===== src/rtl/cavenger_pkg.sv =====
// ============================================================================
// Module      : cavenger_pkg
// Description : Shared types and constants for the Cosmic Avenger ROM loader.
// Revision    : 1.0 - initial release
// ============================================================================
`default_nettype none

package cavenger_pkg;

    typedef enum logic [1:0] {
        HOLD = 2'd0,
        RUN  = 2'd1,
        LOAD = 2'd2
    } seq_state_t;

    localparam int REGION_BITS = 2;

    localparam logic [REGION_BITS-1:0] CPU0 = 2'd0;
    localparam logic [REGION_BITS-1:0] CPU1 = 2'd1;
    localparam logic [REGION_BITS-1:0] GFX  = 2'd2;
    localparam logic [REGION_BITS-1:0] PROM = 2'd3;

    // One-hot region select from the top address bits of a write.
    function automatic logic [(1<<REGION_BITS)-1:0] region_onehot(
        input logic [REGION_BITS-1:0] idx
    );
        logic [(1<<REGION_BITS)-1:0] v;
        v = '0;
        case (idx)
            CPU0:    v = 4'b0001;
            CPU1:    v = 4'b0010;
            GFX:     v = 4'b0100;
            PROM:    v = 4'b1000;
            default: v = '0;
        endcase
        return v;
    endfunction

endpackage

`default_nettype wire


===== src/rtl/reset_stretch.sv =====
// ============================================================================
// Module      : reset_stretch
// Description : Loadable down-counter timing the core reset hold period.
// Revision    : 1.0 - initial release
// ============================================================================
`default_nettype none

module reset_stretch #(
    parameter int RESET_HOLD = 1024
) (
    input  logic clk_sys,
    input  logic reset_n,
    input  logic reload,
    input  logic dec,
    output logic zero
);

    localparam int                 c_cnt_w    = (RESET_HOLD > 1) ? $clog2(RESET_HOLD) : 1;
    localparam logic [c_cnt_w-1:0] c_load_val = c_cnt_w'(RESET_HOLD - 1);

    logic [c_cnt_w-1:0] r_count;

    always_ff @(posedge clk_sys or negedge reset_n) begin
        if (!reset_n) begin
            r_count <= c_load_val;
        end else if (reload) begin
            r_count <= c_load_val;
        end else if (dec && (r_count != '0)) begin
            r_count <= r_count - 1'b1;
        end
    end

    assign zero = (r_count == '0);

endmodule

`default_nettype wire


===== src/rtl/rom_load_sequencer.sv =====
// ============================================================================
// Module      : rom_load_sequencer
// Description : Qualifies the hps_io download stream into dn_* writes and
//               sequences the core reset around power-up, loads and requests.
// Revision    : 1.0 - initial release
// ============================================================================
`default_nettype none

module rom_load_sequencer
    import cavenger_pkg::*;
#(
    parameter int EXPECTED_BYTES = 49152,
    parameter int RESET_HOLD     = 1024
) (
    input  logic        clk_sys,
    input  logic        reset_n,
    input  logic        ioctl_download,
    input  logic        ioctl_wr,
    input  logic [24:0] ioctl_addr,
    input  logic [7:0]  ioctl_dout,
    input  logic        reset_req,
    output logic        core_reset,
    output logic [15:0] dn_addr,
    output logic [7:0]  dn_data,
    output logic        dn_wr,
    output logic [3:0]  dn_region,
    output logic        load_done,
    output logic        size_err,
    output logic [15:0] rom_sum
);

    localparam logic [16:0] c_expected = 17'(EXPECTED_BYTES);

    seq_state_t  r_state;
    seq_state_t  w_next_state;
    logic        w_reload;
    logic        w_dec;
    logic        w_cnt_zero;

    logic        r_core_reset;
    logic [15:0] r_dn_addr;
    logic [7:0]  r_dn_data;
    logic        r_dn_wr;
    logic [3:0]  r_dn_region;
    logic        r_load_done;
    logic        r_size_err;
    logic [15:0] r_rom_sum;
    logic [16:0] r_byte_count;
    logic        r_overflow;

    logic        w_accept;
    logic        w_drop;
    logic        w_entering;
    logic        w_closing;
    logic [16:0] w_count_base;
    logic [15:0] w_sum_base;
    logic        w_ovf_base;

    reset_stretch #(
        .RESET_HOLD (RESET_HOLD)
    ) u_reset_stretch (
        .clk_sys (clk_sys),
        .reset_n (reset_n),
        .reload  (w_reload),
        .dec     (w_dec),
        .zero    (w_cnt_zero)
    );

    always_ff @(posedge clk_sys or negedge reset_n) begin
        if (!reset_n) begin
            r_state <= HOLD;
        end else begin
            r_state <= w_next_state;
        end
    end

    always_comb begin
        w_next_state = r_state;
        w_reload     = 1'b0;
        w_dec        = 1'b0;
        case (r_state)
            HOLD: begin
                if (ioctl_download) begin
                    w_next_state = LOAD;
                end else if (reset_req) begin
                    w_reload = 1'b1;
                end else if (w_cnt_zero) begin
                    w_next_state = RUN;
                end else begin
                    w_dec = 1'b1;
                end
            end
            RUN: begin
                if (ioctl_download) begin
                    w_next_state = LOAD;
                end else if (reset_req) begin
                    w_next_state = HOLD;
                    w_reload     = 1'b1;
                end
            end
            LOAD: begin
                if (!ioctl_download) begin
                    w_next_state = HOLD;
                    w_reload     = 1'b1;
                end
            end
            default: begin
                w_next_state = HOLD;
                w_reload     = 1'b1;
            end
        endcase
    end

    // Window accounting restarts on entry, so a byte in the first cycle lands on a cleared base.
    always_comb begin
        w_accept     = ioctl_wr && ioctl_download && (ioctl_addr[24:16] == '0);
        w_drop       = ioctl_wr && ioctl_download && (ioctl_addr[24:16] != '0);
        w_entering   = (r_state != LOAD) && ioctl_download;
        w_closing    = (r_state == LOAD) && !ioctl_download;
        w_count_base = w_entering ? '0 : r_byte_count;
        w_sum_base   = w_entering ? '0 : r_rom_sum;
        w_ovf_base   = w_entering ? 1'b0 : r_overflow;
    end

    always_ff @(posedge clk_sys or negedge reset_n) begin
        if (!reset_n) begin
            r_core_reset <= 1'b1;
            r_dn_wr      <= 1'b0;
            r_dn_addr    <= '0;
            r_dn_data    <= '0;
            r_dn_region  <= '0;
            r_load_done  <= 1'b0;
            r_size_err   <= 1'b0;
            r_rom_sum    <= '0;
            r_byte_count <= '0;
            r_overflow   <= 1'b0;
        end else begin
            r_core_reset <= (w_next_state != RUN);
            r_dn_wr      <= w_accept;
            if (w_accept) begin
                r_dn_addr    <= ioctl_addr[15:0];
                r_dn_data    <= ioctl_dout;
                r_dn_region  <= region_onehot(ioctl_addr[15:14]);
                r_byte_count <= (w_count_base == '1) ? w_count_base : w_count_base + 17'd1;
                r_rom_sum    <= w_sum_base + {8'h00, ioctl_dout};
            end else begin
                r_byte_count <= w_count_base;
                r_rom_sum    <= w_sum_base;
            end
            r_overflow <= w_ovf_base | w_drop;
            if (w_entering) begin
                r_load_done <= 1'b0;
                r_size_err  <= 1'b0;
            end else if (w_closing) begin
                r_load_done <= 1'b1;
                r_size_err  <= r_overflow || (r_byte_count != c_expected);
            end
        end
    end

    assign core_reset = r_core_reset;
    assign dn_addr    = r_dn_addr;
    assign dn_data    = r_dn_data;
    assign dn_wr      = r_dn_wr;
    assign dn_region  = r_dn_region;
    assign load_done  = r_load_done;
    assign size_err   = r_size_err;
    assign rom_sum    = r_rom_sum;

endmodule

`default_nettype wire


===== config.mk =====
export PLATFORM = sky130hd
export DESIGN_NAME = rom_load_sequencer
export DESIGN_NICKNAME = d
export VERILOG_FILES = /design/src/rtl/cavenger_pkg.sv /design/src/rtl/reset_stretch.sv /design/src/rtl/rom_load_sequencer.sv
export SDC_FILE = /design/constraint.sdc
export NUM_CORES = 1
export LEC_CHECK = 0
export BUFFER_PORTS_ARGS = -buffer_cell sky130_fd_sc_hd__buf_4
export CORE_MARGIN = 4
export CORE_UTILIZATION = 59
export CTS_CLUSTER_SIZE = 10
export DETAILED_ROUTE_END_ITERATION = 8
export HOLD_SLACK_MARGIN = 0.06
export PLACE_DENSITY_LB_ADDON = 0.15
export SLEW_MARGIN = 15
export SYNTH_ARGS = -nofsm -noshare
export SYNTH_HDL_FRONTEND = slang
export SYNTH_SLANG_ARGS = --single-unit

===== constraint.sdc =====
create_clock -name clk_sys -period 7.2 [get_ports clk_sys]
set_clock_uncertainty 0.15 [all_clocks]
set_input_delay 1.08 -clock clk_sys [delete_from_list [all_inputs] [get_ports clk_sys]]
set_output_delay 1.08 -clock clk_sys [all_outputs]
set_load 0.005 [all_outputs]

==> results of run 1 <==
power groups by stage:
stage | sequential, mW | combinational (mW) | clock (mW)
global route | 0.450 | 0.0682 | 0.349
CTS | 0.449 | 0.0613 | 0.331
global placement | 0.457 | 0.0592 | 0
finish | 0.449 | 0.0605 | 0.320
detailed placement | 0.458 | 0.0611 | 0
floorplan | 0.458 | 0.0228 | 0
worst max-delay path, cell delays in order:
cell and delay [ns]:
buf_4 0.11, ha_1 0.14, buf_4 0.36, nor2b_1 0.12, ha_1 0.24, fa_1 0.43
a211oi_1 0.34, nor2_1 0.12, a211o_1 0.38, nand4_1 0.12, mux2_2 0.34
cells in the final DEF, fill, tap and decap left out, drive strengths merged, types with 2 or more instances in the layout:
master / count
nand2: 121
buf: 87
dfrtp: 67
nor2b: 21
xnor2: 17
nor2: 15
nand3: 14
o21ai: 13
ha: 12
xor2: 11
dfstp: 11
clkbuf: 11
inv: 10
nand4: 10
a21oi: 7
nor4: 7
and3: 5
nor3: 5
clkinv: 5
nand2b: 4
a211oi: 4
o31ai: 4
and4b: 4
a21o: 3
mux2: 3
nor3b: 3
or4: 3
and4: 3
o21a: 2
a211o: 2
a221oi: 2
mux2i: 2
o21bai: 2
o211ai: 2
area by class of cell:
type / count / area share
sequential: 78 / 0.406
multi-input combinational: 317 / 0.390
timing repair buffer: 88 / 0.136
clock buffer: 10 / 0.0264
tap: 77 / 0.0199
clock inverter: 6 / 0.0129
inverter: 10 / 0.00776
metal layers:
layer,track usage,routed length [µm],share of wire,vias to the layer above
met4,0.0829,171,0.020,0
met2,0.377,4240,0.49,94
li1,-,-,-,1607
met1,0.258,3580,0.41,1511
met5,0,0,0,-
met3,0.0851,650,0.075,21
logic make-up (layout without fill, tap and decap cells):
group,Yosys count,count (layout),share of synthesized area
and+or+nand+nor,222,222,0.273
DFF,78,78,0.496
muxes,5,5,0.0136
xor gates and xnor gates,28,28,0.0619
AOI/OAI and AO/OA,49,49,0.0853
adders and majority gates,13,13,0.0429
buffers and inverters,25,114,0.0275
state kept, by name, indices dropped and copies added, names as in the netlist:
signal                   count
core_reset                   1
dn_addr                     16
dn_data                      8
dn_region                    4
dn_wr                        1
load_done                    1
r_byte_count                17
r_overflow                   1
r_state                      2
rom_sum                     16
size_err                     1
u_reset_stretch.r_count     10
worst paths after layout:
check	slack [ns]	cells past startpoint	end	start
max in group asynchronous	5.56	1	load_done	reset_n
setup reg to reg	3.78	11	rom_sum[10]	r_state[1]
hold / removal	0.33	2	dn_addr[7]	dn_addr[7]
min in group asynchronous	0.70	1	r_state[0]	reset_n
setup / recovery	3.51	11	rom_sum[10]	ioctl_download
hold reg to reg	0.33	2	dn_addr[7]	dn_addr[7]
==> reports/qor.csv, run 1 <==
stage,metric,value,unit
setup_path,critPathMaxFanout,40,
cts,clock_sinks,78,
setup_path,cp-end-kind,flip-flop,
global_routing,gr-total-overflow,0,
cts,ctsResizeCount,0,
power_and_ir_drop,switchingPower,196,µW
global_routing,grt_pass1_vias,3394,
synthesis,syn_inst,420,
run,cap_violations,0,
power_and_ir_drop,pwr_density_cell,172,mW/mm²
power_and_ir_drop,irDropWorstVdd,0.142,mV
die,die_h,90.0,µm
global_routing,grt_max_degree,79,
sta,fin_ws,3.51,ns
synthesis,yosys-top-cells-count,"nand2_1 (121), dfrtp_1 (67), nor2b_1 (21), xnor2_1 (17), nor2_1 (15)",
routing,wire_per_inst,14.7,µm
cts,post_cts_buffers,0,
cts,insertion_delay,0.35,ns
cts,cts_tree,done,
cts,cts.path.max_buffers,2,
die,die_x,90.0,µm
synthesis,synthDistinctLibCells,55,
die,ioPinCount,86,
sta,whs,0.331,ns
global_routing,antenna_found_initial,0,
synthesis,yosysMostFrequentCell,nand2_1,
die,initial_core_util,0.617,
cts,cts.clk_slew.worst_paths,0.08,ns
sta,finalSetupViolations,0,
routing,drt-total-wl,8.64,mm
sta,fmax,271,MHz
power_and_ir_drop,p_seq_frac,0.542,
sta,slew-limit-headroom,0.366,
sta,tns,0,ns
global_routing,grt_first_pass_wirelength,14.8,mm
sta,hold_violations,0,
layout,fin_util,0.753,
layout,diodes,0,
synthesis,ys_ff_latch,78,
layout,area_delta_synth_final,22.0,%
synthesis,yosysWarnings,0,
synthesis,yosysTopAreaCellShare,0.423,
placed_design,dp_slack,3.18,ns
routing,dr.pass1.iters,4,
layout,final_cells,586,
routing,drcViolationCount,0,
synthesis,syn_area,0.00396,mm²
die,num_rows,29,
layout,design_area,0.00484,mm²
power_and_ir_drop,total_power,830,µW
routing,antenna_left,0,
setup_path,worstPathRequired,7.29,ns
layout,nNetsFinal,555,
setup_path,critPathKind,in2reg,
synthesis,synth_edf_count,0,
cts,cts-hold-fix-buffers,0,
layout,multiInputGateArea,0.00189,mm²
sta,fin_crit,3.69,ns
routing,drtIter0Drc,151,
power_and_ir_drop,leakagePower,2.45,nW
setup_path,worstSetupStartpointType,input pin,
synthesis,synth_area_leaders,"dfrtp_1 (42%), nand2_1 (11%), dfstp_2 (7.3%), ha_1 (3.8%), xnor2_1 (3.8%)",
routing,via_per_inst,5.52,
setup_path,cp_data_arrival_time,3.78,ns
placed_design,gp_congestion,0.851,
run_status,status,finished clean,
synthesis,syn_nets,471,
placed_design,placed_cells,569,
placed_design,place_hpwl,5.95,mm
power_and_ir_drop,power_frac_clock,0.385,
synthesis,synth_top_cell_by_area,dfrtp_1,
global_routing,gr-usage-all-layers,0.223,
routing,route.vias.total,3233,
synthesis,synth-seq-area-share,0.496,
placed_design,place_area,0.00464,mm²
cts,cts_root_buf,clkbuf_8,
placed_design,port_buffers,85,
synthesis,async_flop_share,1.00,
min_path,worstHoldPathType,reg2reg,
cts,cts_buffers,9,
layout,nFillCells,491,
sta,fin_crit_sh,0.512,
die,die-area,0.00809,mm²
layout,drive_above_1_share,0.242,
sta,maxSlewViolCount,0,
synthesis,synth.avg_cell_area,9.43,µm²
synthesis,synthFlopType,dfrtp_1,
sta,rsz0062_at_grt,no,
cts,h-tree-depth,3,
die,coreArea,0.00642,mm²
layout,ff_latch_area,0.00197,mm²
power_and_ir_drop,p_sw_frac,0.236,
sta,worst_pin_slew,0.951,ns
power_and_ir_drop,comb_power_share,0.073,
power_and_ir_drop,p_int,634,µW
Note: power is estimated with default switching activity, not from simulation.
==> run 2: changes to the inputs <==
Settings changed: ABC_AREA from default to 1, CORE_UTILIZATION 59 to 56.
Clock period 7.2 ns to 3.8 ns, I/O delays scaled along.
==> reports/qor.csv, run 2 <==
stage,metric,value,unit,change
die,coreArea,0.00826,mm²,was 0.00642 mm²
sta,hold_violations,0,,unchanged
synthesis,yosysTopAreaCellShare,0.352,,was 0.423
sta,fin_crit,2.93,ns,
sta,fin_crit_sh,0.771,,
routing,via_per_inst,5.20,,was 5.52
placed_design,gp_congestion,0.901,,was 0.851
routing,drcViolationCount,0,,unchanged
synthesis,async_flop_share,1.00,,unchanged
global_routing,gr-total-overflow,0,,unchanged
setup_path,slowest_stage,dfrtp_1,,was fa_1
layout,regMostFlops,r_byte_count,,unchanged
routing,wire_per_inst,13.2,µm,was 14.7 µm
power_and_ir_drop,leakagePower,3.19,nW,was 2.45 nW
layout,nNetsFinal,795,,was 555
placed_design,port_buffers,85,,unchanged
layout,layout_common_cells,"nand2_1 (252), buf_4 (91), inv_1 (76)",,"was nand2_1 (121), buf_4 (87), dfrtp_1 (67)"
cts,post_cts_buffers,0,,unchanged
synthesis,syn_nets,714,,was 471
setup_path,worstSetupStartpointType,flip-flop,,was input pin
cts,cts.clk_slew.worst_paths,0.08,ns,about the same
global_routing,antenna_found_initial,0,,unchanged
synthesis,synth_edf_count,0,,unchanged
power_and_ir_drop,total_power,1.77,mW,was 830 µW
routing,dr.pass1.iters,5,,was 4
synthesis,syn_area,0.00476,mm²,was 0.00396 mm²
cts,ctsResizeCount,0,,unchanged
cts,h-tree-depth,3,,unchanged
layout,diodes,0,,unchanged
sta,finalSetupViolations,0,,unchanged
layout,drive_above_1_share,0.204,,was 0.242
power_and_ir_drop,irDropWorstVdd,0.201,mV,was 0.142 mV
synthesis,synthDistinctLibCells,37,,was 55
sta,fmax,341,MHz,
placed_design,place_area,0.00544,mm²,was 0.00464 mm²
synthesis,syn_inst,663,,was 420
synthesis,ys_ff_latch,78,,unchanged
setup_path,cp_data_arrival_time,3.07,ns,was 3.78 ns
global_routing,grt_max_degree,79,,unchanged
die,num_rows,33,,was 29
cts,clock_sinks,78,,unchanged
synthesis,yosysWarnings,0,,unchanged
min_path,worstHoldPathType,in2async,,was reg2reg
cts,cts_buffers,9,,unchanged
routing,route.vias.total,4438,,"was 3,233"
power_and_ir_drop,pwr_density_cell,314,mW/mm²,was 172 mW/mm²
die,ioPinCount,86,,unchanged
placed_design,place_hpwl,8.08,mm,was 5.95 mm
global_routing,gr-usage-all-layers,0.239,,was 0.223
run,cap_violations,0,,unchanged
routing,antenna_left,0,,unchanged
routing,drt-total-wl,11.3,mm,was 8.64 mm
layout,area_delta_synth_final,18.6,%,was 22.0%
setup_path,cp-end-kind,flip-flop,,unchanged
routing,drtIter0Drc,255,,was 151
layout,nFillCells,702,,was 491
die,initial_core_util,0.577,,was 0.617
setup_path,worstPathRequired,3.94,ns,was 7.29 ns
sta,tns,0,ns,unchanged
placed_design,dp_slack,0.784,ns,was 3.18 ns
layout,layout_commonest_cell,nand2_1,,unchanged
die,die-area,0.0100,mm²,was 0.00809 mm²
synthesis,yosys-top-cells-count,"nand2_1 (253), inv_1 (76), dfrtp_1 (67), nand3_1 (67), nor2_1 (62)",,"was nand2_1 (121), dfrtp_1 (67), nor2b_1 (21), xnor2_1 (17), nor2_1 (15)"
cts,cts_tree,done,,unchanged
sta,slew-limit-headroom,0.348,,was 0.366
setup_path,critPathKind,reg2reg,,was in2reg
setup_path,critical_path.top_delay_family,simple AND/OR/NAND/NOR gates,,was adder cells
sta,whs,0.226,ns,was 0.331 ns
cts,cts_root_buf,clkbuf_8,,unchanged
synthesis,synth_area_leaders,"dfrtp_1 (35%), nand2_1 (20%), nand3_1 (7.0%), dfstp_2 (6.1%), inv_1 (6.0%)",,"was dfrtp_1 (42%), nand2_1 (11%), dfstp_2 (7.3%), ha_1 (3.8%), xnor2_1 (3.8%)"
synthesis,synthFlopType,dfrtp_1,,unchanged
sta,fin_ws,0.871,ns,was 3.51 ns
synthesis,synth-seq-area-share,0.413,,was 0.496
global_routing,grt_pass1_vias,4368,,"was 3,394"
die,die_x,100,µm,was 90.0 µm
global_routing,grt_first_pass_wirelength,19.5,mm,was 14.8 mm
synthesis,synth_top_cell_by_area,dfrtp_1,,unchanged
layout,largest_register_ff_count,17,,unchanged
layout,design_area,0.00565,mm²,was 0.00484 mm²
cts,cts-hold-fix-buffers,0,,unchanged
setup_path,critPathMaxFanout,14,,was 40
sta,worst_pin_slew,0.978,ns,was 0.951 ns
setup_path,crit_chain,"nor2_1, inv_1, ha_1, buf_4, inv_4, nand2_4, inv_1, ha_1, nand2_2, nor2_8, nand2_4, nor2_8, nand3_4, nand3_1, nand2_1, nand2_1",,"was buf_4, ha_1, buf_4, nor2b_1, ha_1, fa_1, a211oi_1, nor2_1, a211o_1, nand4_1, mux2_2"
setup_path,cp_num_buf_inv,4,,was 2
cts,cts.path.max_buffers,2,,unchanged
run_status,status,finished clean,,unchanged
synthesis,synth.avg_cell_area,7.18,µm²,was 9.43 µm²
sta,maxSlewViolCount,0,,unchanged
cts,insertion_delay,0.36,ns,was 0.35 ns
sta,rsz0062_at_grt,no,,unchanged
die,die_h,100,µm,was 90.0 µm
synthesis,yosysMostFrequentCell,nand2_1,,unchanged
setup_path,worst_path_largest_cell_delay,0.41,ns,was 0.43 ns
==> run 2: final cells by class <==
type | instances | area [µm²] | share of cell area
clock buffers | 13 | 159 | 0.0281
clock inverters | 3 | 43.8 | 0.00776
inverters | 79 | 299 | 0.0530
multi-input cells | 485 | 2360 | 0.419
flip-flops and latches | 78 | 1970 | 0.348
well taps | 105 | 131 | 0.0233
repair buffers | 91 | 683 | 0.121
==> run 2: power by group <==
part           internal [mW]  switching [mW]  leakage (nW)
clock                  0.342           0.310         0.104
sequential             0.882          0.0320          1.04
combinational         0.0847           0.119          2.04
==> run 2: path summary, 6_finish.rpt <==
path | start | slack, ns | cells past startpoint | to
max in group asynchronous | reset_n | 2.66 | 1 | rom_sum[5]
min in group clk_sys | ioctl_addr[3] | 0.25 | 3 | dn_addr[3]
worst min-delay path | reset_n | 0.23 | 1 | size_err
worst max-delay path | r_state[0] | 0.87 | 16 | r_byte_count[10]
worst max register to register | r_state[0] | 0.87 | 16 | r_byte_count[10]
worst min register to register | dn_data[1] | 0.34 | 2 | dn_data[1]
==> run 2: per-layer routing <==
layer | vias to the layer above | global-route usage | wire length [µm]
met5 | - | 0 | 0
met1 | 2061 | 0.294 | 4720
met4 | 0 | 0.0860 | 201
met2 | 129 | 0.412 | 5710
li1 | 2230 | - | -
met3 | 18 | 0.0500 | 662
==> run 2: logic make-up after synthesis <==
logic type               synth area share
AND/OR/NAND/NOR                     0.416
buffers and inverters              0.0922
XOR/XNOR                           0.0110
AO/OA/AOI/OAI                      0.0321
adder cells (fa/ha/maj)            0.0357
flip-flops                          0.413
==> run 2: per-stage QoR <==
stage	utilization	instances
final	0.684	854
after global routing	0.684	854
after CTS	0.684	854
after detailed placement	0.659	838
after global placement	0.659	838
after floorplan	-	663
==> run 3: changes to the inputs <==
Settings changed: CORE_UTILIZATION 56 to 51.
Clock period 3.8 ns to 2.6 ns, I/O delays scaled along.
==> reports/qor.csv, run 3 (synthesis results as in run 2) <==
stage,metric,value,unit,change
run_status,status,finished clean,,unchanged
power_and_ir_drop,power_frac_clock,0.412,,was 0.368
setup_path,worst_path_largest_cell_delay,0.41,ns,about the same
sta,slew-limit-headroom,0.615,,was 0.348
routing,drt-total-wl,12.1,mm,was 11.3 mm
placed_design,gp_congestion,0.924,,was 0.901
setup_path,crit_chain,"inv_1, nor2_2, inv_1, ha_4, buf_4, nor2_2, ha_2, inv_1, nand2_1, and2_1, nand2_1, nand2_2, nand2_2, o21ai_0, nand2_1",,"was nor2_1, inv_1, ha_1, buf_4, inv_4, nand2_4, inv_1, ha_1, nand2_2, nor2_8, nand2_4, nor2_8, nand3_4, nand3_1, nand2_1, nand2_1"
die,die_x,105,µm,was 100 µm
sta,worst_pin_slew,0.578,ns,was 0.978 ns
layout,regMostFlops,r_byte_count,,unchanged
die,die-area,0.0109,mm²,was 0.0100 mm²
setup_path,critPathMaxFanout,8,,was 14
die,die_h,105,µm,was 100 µm
sta,finalSetupViolations,0,,unchanged
layout,ff_latch_area,0.00197,mm²,unchanged
min_path,worstHoldPathCells,3,,
power_and_ir_drop,p_sw_frac,0.254,,was 0.261
global_routing,grt_first_pass_wirelength,20.3,mm,was 19.5 mm
sta,fin_crit_sh,0.945,,was 0.771
setup_path,critical_path.top_delay_family,simple AND/OR/NAND/NOR gates,,unchanged
setup_path,r2r_slack,0.14,ns,was 0.87 ns
setup_path,r2r_cells,15,,was 16
cts,cts_root_buf,clkbuf_8,,unchanged
placed_design,place_area,0.00553,mm²,was 0.00544 mm²
min_path,hold_end,dn_addr[5],,
cts,cts.clk_slew.worst_paths,0.09,ns,was 0.08 ns
setup_path,cp_num_buf_inv,4,,unchanged
routing,antenna_left,0,,unchanged
layout,nFillCells,755,,was 702
routing,route.vias.total,4515,,"was 4,438"
placed_design,port_buffers,85,,unchanged
cts,post_cts_buffers,0,,unchanged
global_routing,gr-total-overflow,0,,unchanged
sta,maxSlewViolCount,0,,unchanged
sta,fin_ws,0.143,ns,was 0.871 ns
cts,h-tree-depth,3,,unchanged
setup_path,reg2reg_from,r_state[1],,was r_state[0]
layout,layout_commonest_cell,nand2_1,,unchanged
die,ioPinCount,86,,unchanged
power_and_ir_drop,p_seq_frac,0.475,,was 0.517
layout,design_area,0.00588,mm²,was 0.00565 mm²
setup_path,cp_num_cells,15,,was 16
routing,drcViolationCount,0,,unchanged
cts,cts.path.max_buffers,2,,unchanged
layout,area_delta_synth_final,23.6,%,was 18.6%
power_and_ir_drop,pwr_density_cell,478,mW/mm²,was 314 mW/mm²
layout,largest_register_ff_count,17,,unchanged
global_routing,grt_pass1_vias,4333,,"was 4,368"
layout,nNetsFinal,808,,was 795
setup_path,r2r-end,rom_sum[10],,was r_byte_count[10]
die,num_rows,34,,was 33
run,cap_violations,0,,unchanged
setup_path,worstSetupStartpointType,flip-flop,,unchanged
sta,rsz0062_at_grt,yes,,was no
min_path,worstHoldPathType,in2reg,,was in2async
power_and_ir_drop,total_power,2.81,mW,was 1.77 mW
die,coreArea,0.00889,mm²,was 0.00826 mm²
power_and_ir_drop,switchingPower,713,µW,was 461 µW
layout,multiInputGateArea,0.00243,mm²,was 0.00236 mm²
global_routing,gr-usage-all-layers,0.224,,was 0.239
sta,whs,0.0759,ns,was 0.226 ns
sta,fin_crit,2.46,ns,was 2.93 ns
layout,drive_above_1_share,0.230,,was 0.204
routing,drtIter0Drc,207,,was 255
setup_path,slowest_stage,dfrtp_1,,unchanged
sta,fmax,407,MHz,was 341 MHz
die,initial_core_util,0.535,,was 0.577
placed_design,place_hpwl,8.74,mm,was 8.08 mm
setup_path,critPathKind,reg2reg,,unchanged
sta,tns,0,ns,unchanged
placed_design,dp_slack,0.0807,ns,was 0.784 ns
cts,insertion_delay,0.36,ns,about the same
power_and_ir_drop,leakagePower,3.26,nW,was 3.19 nW
power_and_ir_drop,p_int,2.10,mW,was 1.31 mW
power_and_ir_drop,irDropWorstVdd,0.325,mV,was 0.201 mV
cts,clock_sinks,78,,unchanged
sta,hold_violations,0,,unchanged
layout,layout_common_cells,"nand2_1 (249), buf_4 (97), inv_1 (76)",,"was nand2_1 (252), buf_4 (91), inv_1 (76)"
setup_path,cp_data_arrival_time,2.55,ns,was 3.07 ns
cts,cts_tree,done,,unchanged
layout,diodes,0,,unchanged
power_and_ir_drop,comb_power_share,0.113,,was 0.115
global_routing,grt_max_degree,56,,was 79
min_path,worstHoldStart,ioctl_addr[5],,
cts,cts_buffers,9,,unchanged
setup_path,worstPathRequired,2.70,ns,was 3.94 ns
global_routing,antenna_found_initial,0,,unchanged
routing,via_per_inst,5.19,,was 5.20
routing,dr.pass1.iters,5,,unchanged
setup_path,cp-end-kind,flip-flop,,unchanged
routing,wire_per_inst,13.9,µm,was 13.2 µm
## run 3: changes by cell type in the layout (fill, tap and decap cells not counted), sizes merged
cell and change:
bufinv +2, dlygate4sd3 +5, clkbuf -3, buf +7, nand3 +1, inv +1
## run 3: tightest hold or removal path, stage by stage
cell and delay, ns:
buf_4 0.08, nand2_1 0.05, nand2_1 0.05
## run 3: what timing repair did
action,4_1_cts,5_1_grt
hold endpoints to repair,44,0
hold buffers,5,0
endpoints found under the setup margin,0,25
resized for setup,0,12
## run 3: worst max path at each step
stage / startpoint / end
2_1_floorplan: r_state[0] / rom_sum[5]
3_3_place_gp: r_state[1] / rom_sum[10]
3_5_place_dp: r_state[0] / rom_sum[10]
4_1_cts: r_state[1] / rom_sum[10]
5_1_grt: r_state[1] / rom_sum[10]
6_report: r_state[1] / rom_sum[10]
## run 3: final cells by class
class,count,area share
clock inverters,6,0.0198
repair buffers,103,0.136
flip-flops and latches,78,0.334
clock buffers,10,0.0234
well taps,108,0.0230
multi-input cells,486,0.413
inverters,79,0.0508
## run 3: layer usage
| metal | wire (µm) | part of all wire | global-route usage | vias up |
|---|---|---|---|---|
| met5 | 0 | 0 | 0 | - |
| met4 | 192 | 0.016 | 0.0703 | 0 |
| met3 | 632 | 0.052 | 0.0358 | 15 |
| met2 | 6070 | 0.50 | 0.389 | 122 |
| met1 | 5210 | 0.43 | 0.288 | 2113 |
| li1 | - | - | - | 2265 |
## run 3: per-stage QoR
| step | cells | utilization |
|---|---|---|
| after floorplan | 663 | - |
| after global placement | 848 | 0.621 |
| final | 870 | 0.662 |
| after detailed placement | 848 | 0.621 |
| after CTS | 869 | 0.656 |
| after global routing | 870 | 0.662 |
## run 3: power by group through the flow
stage,logic (mW),clock network (mW),registers (mW)
after floorplan,0.182,0,1.35
after global placement,0.302,0,1.36
after detailed placement,0.312,0,1.36
after CTS,0.320,1.19,1.34
after global routing,0.364,1.24,1.34
final,0.319,1.16,1.34
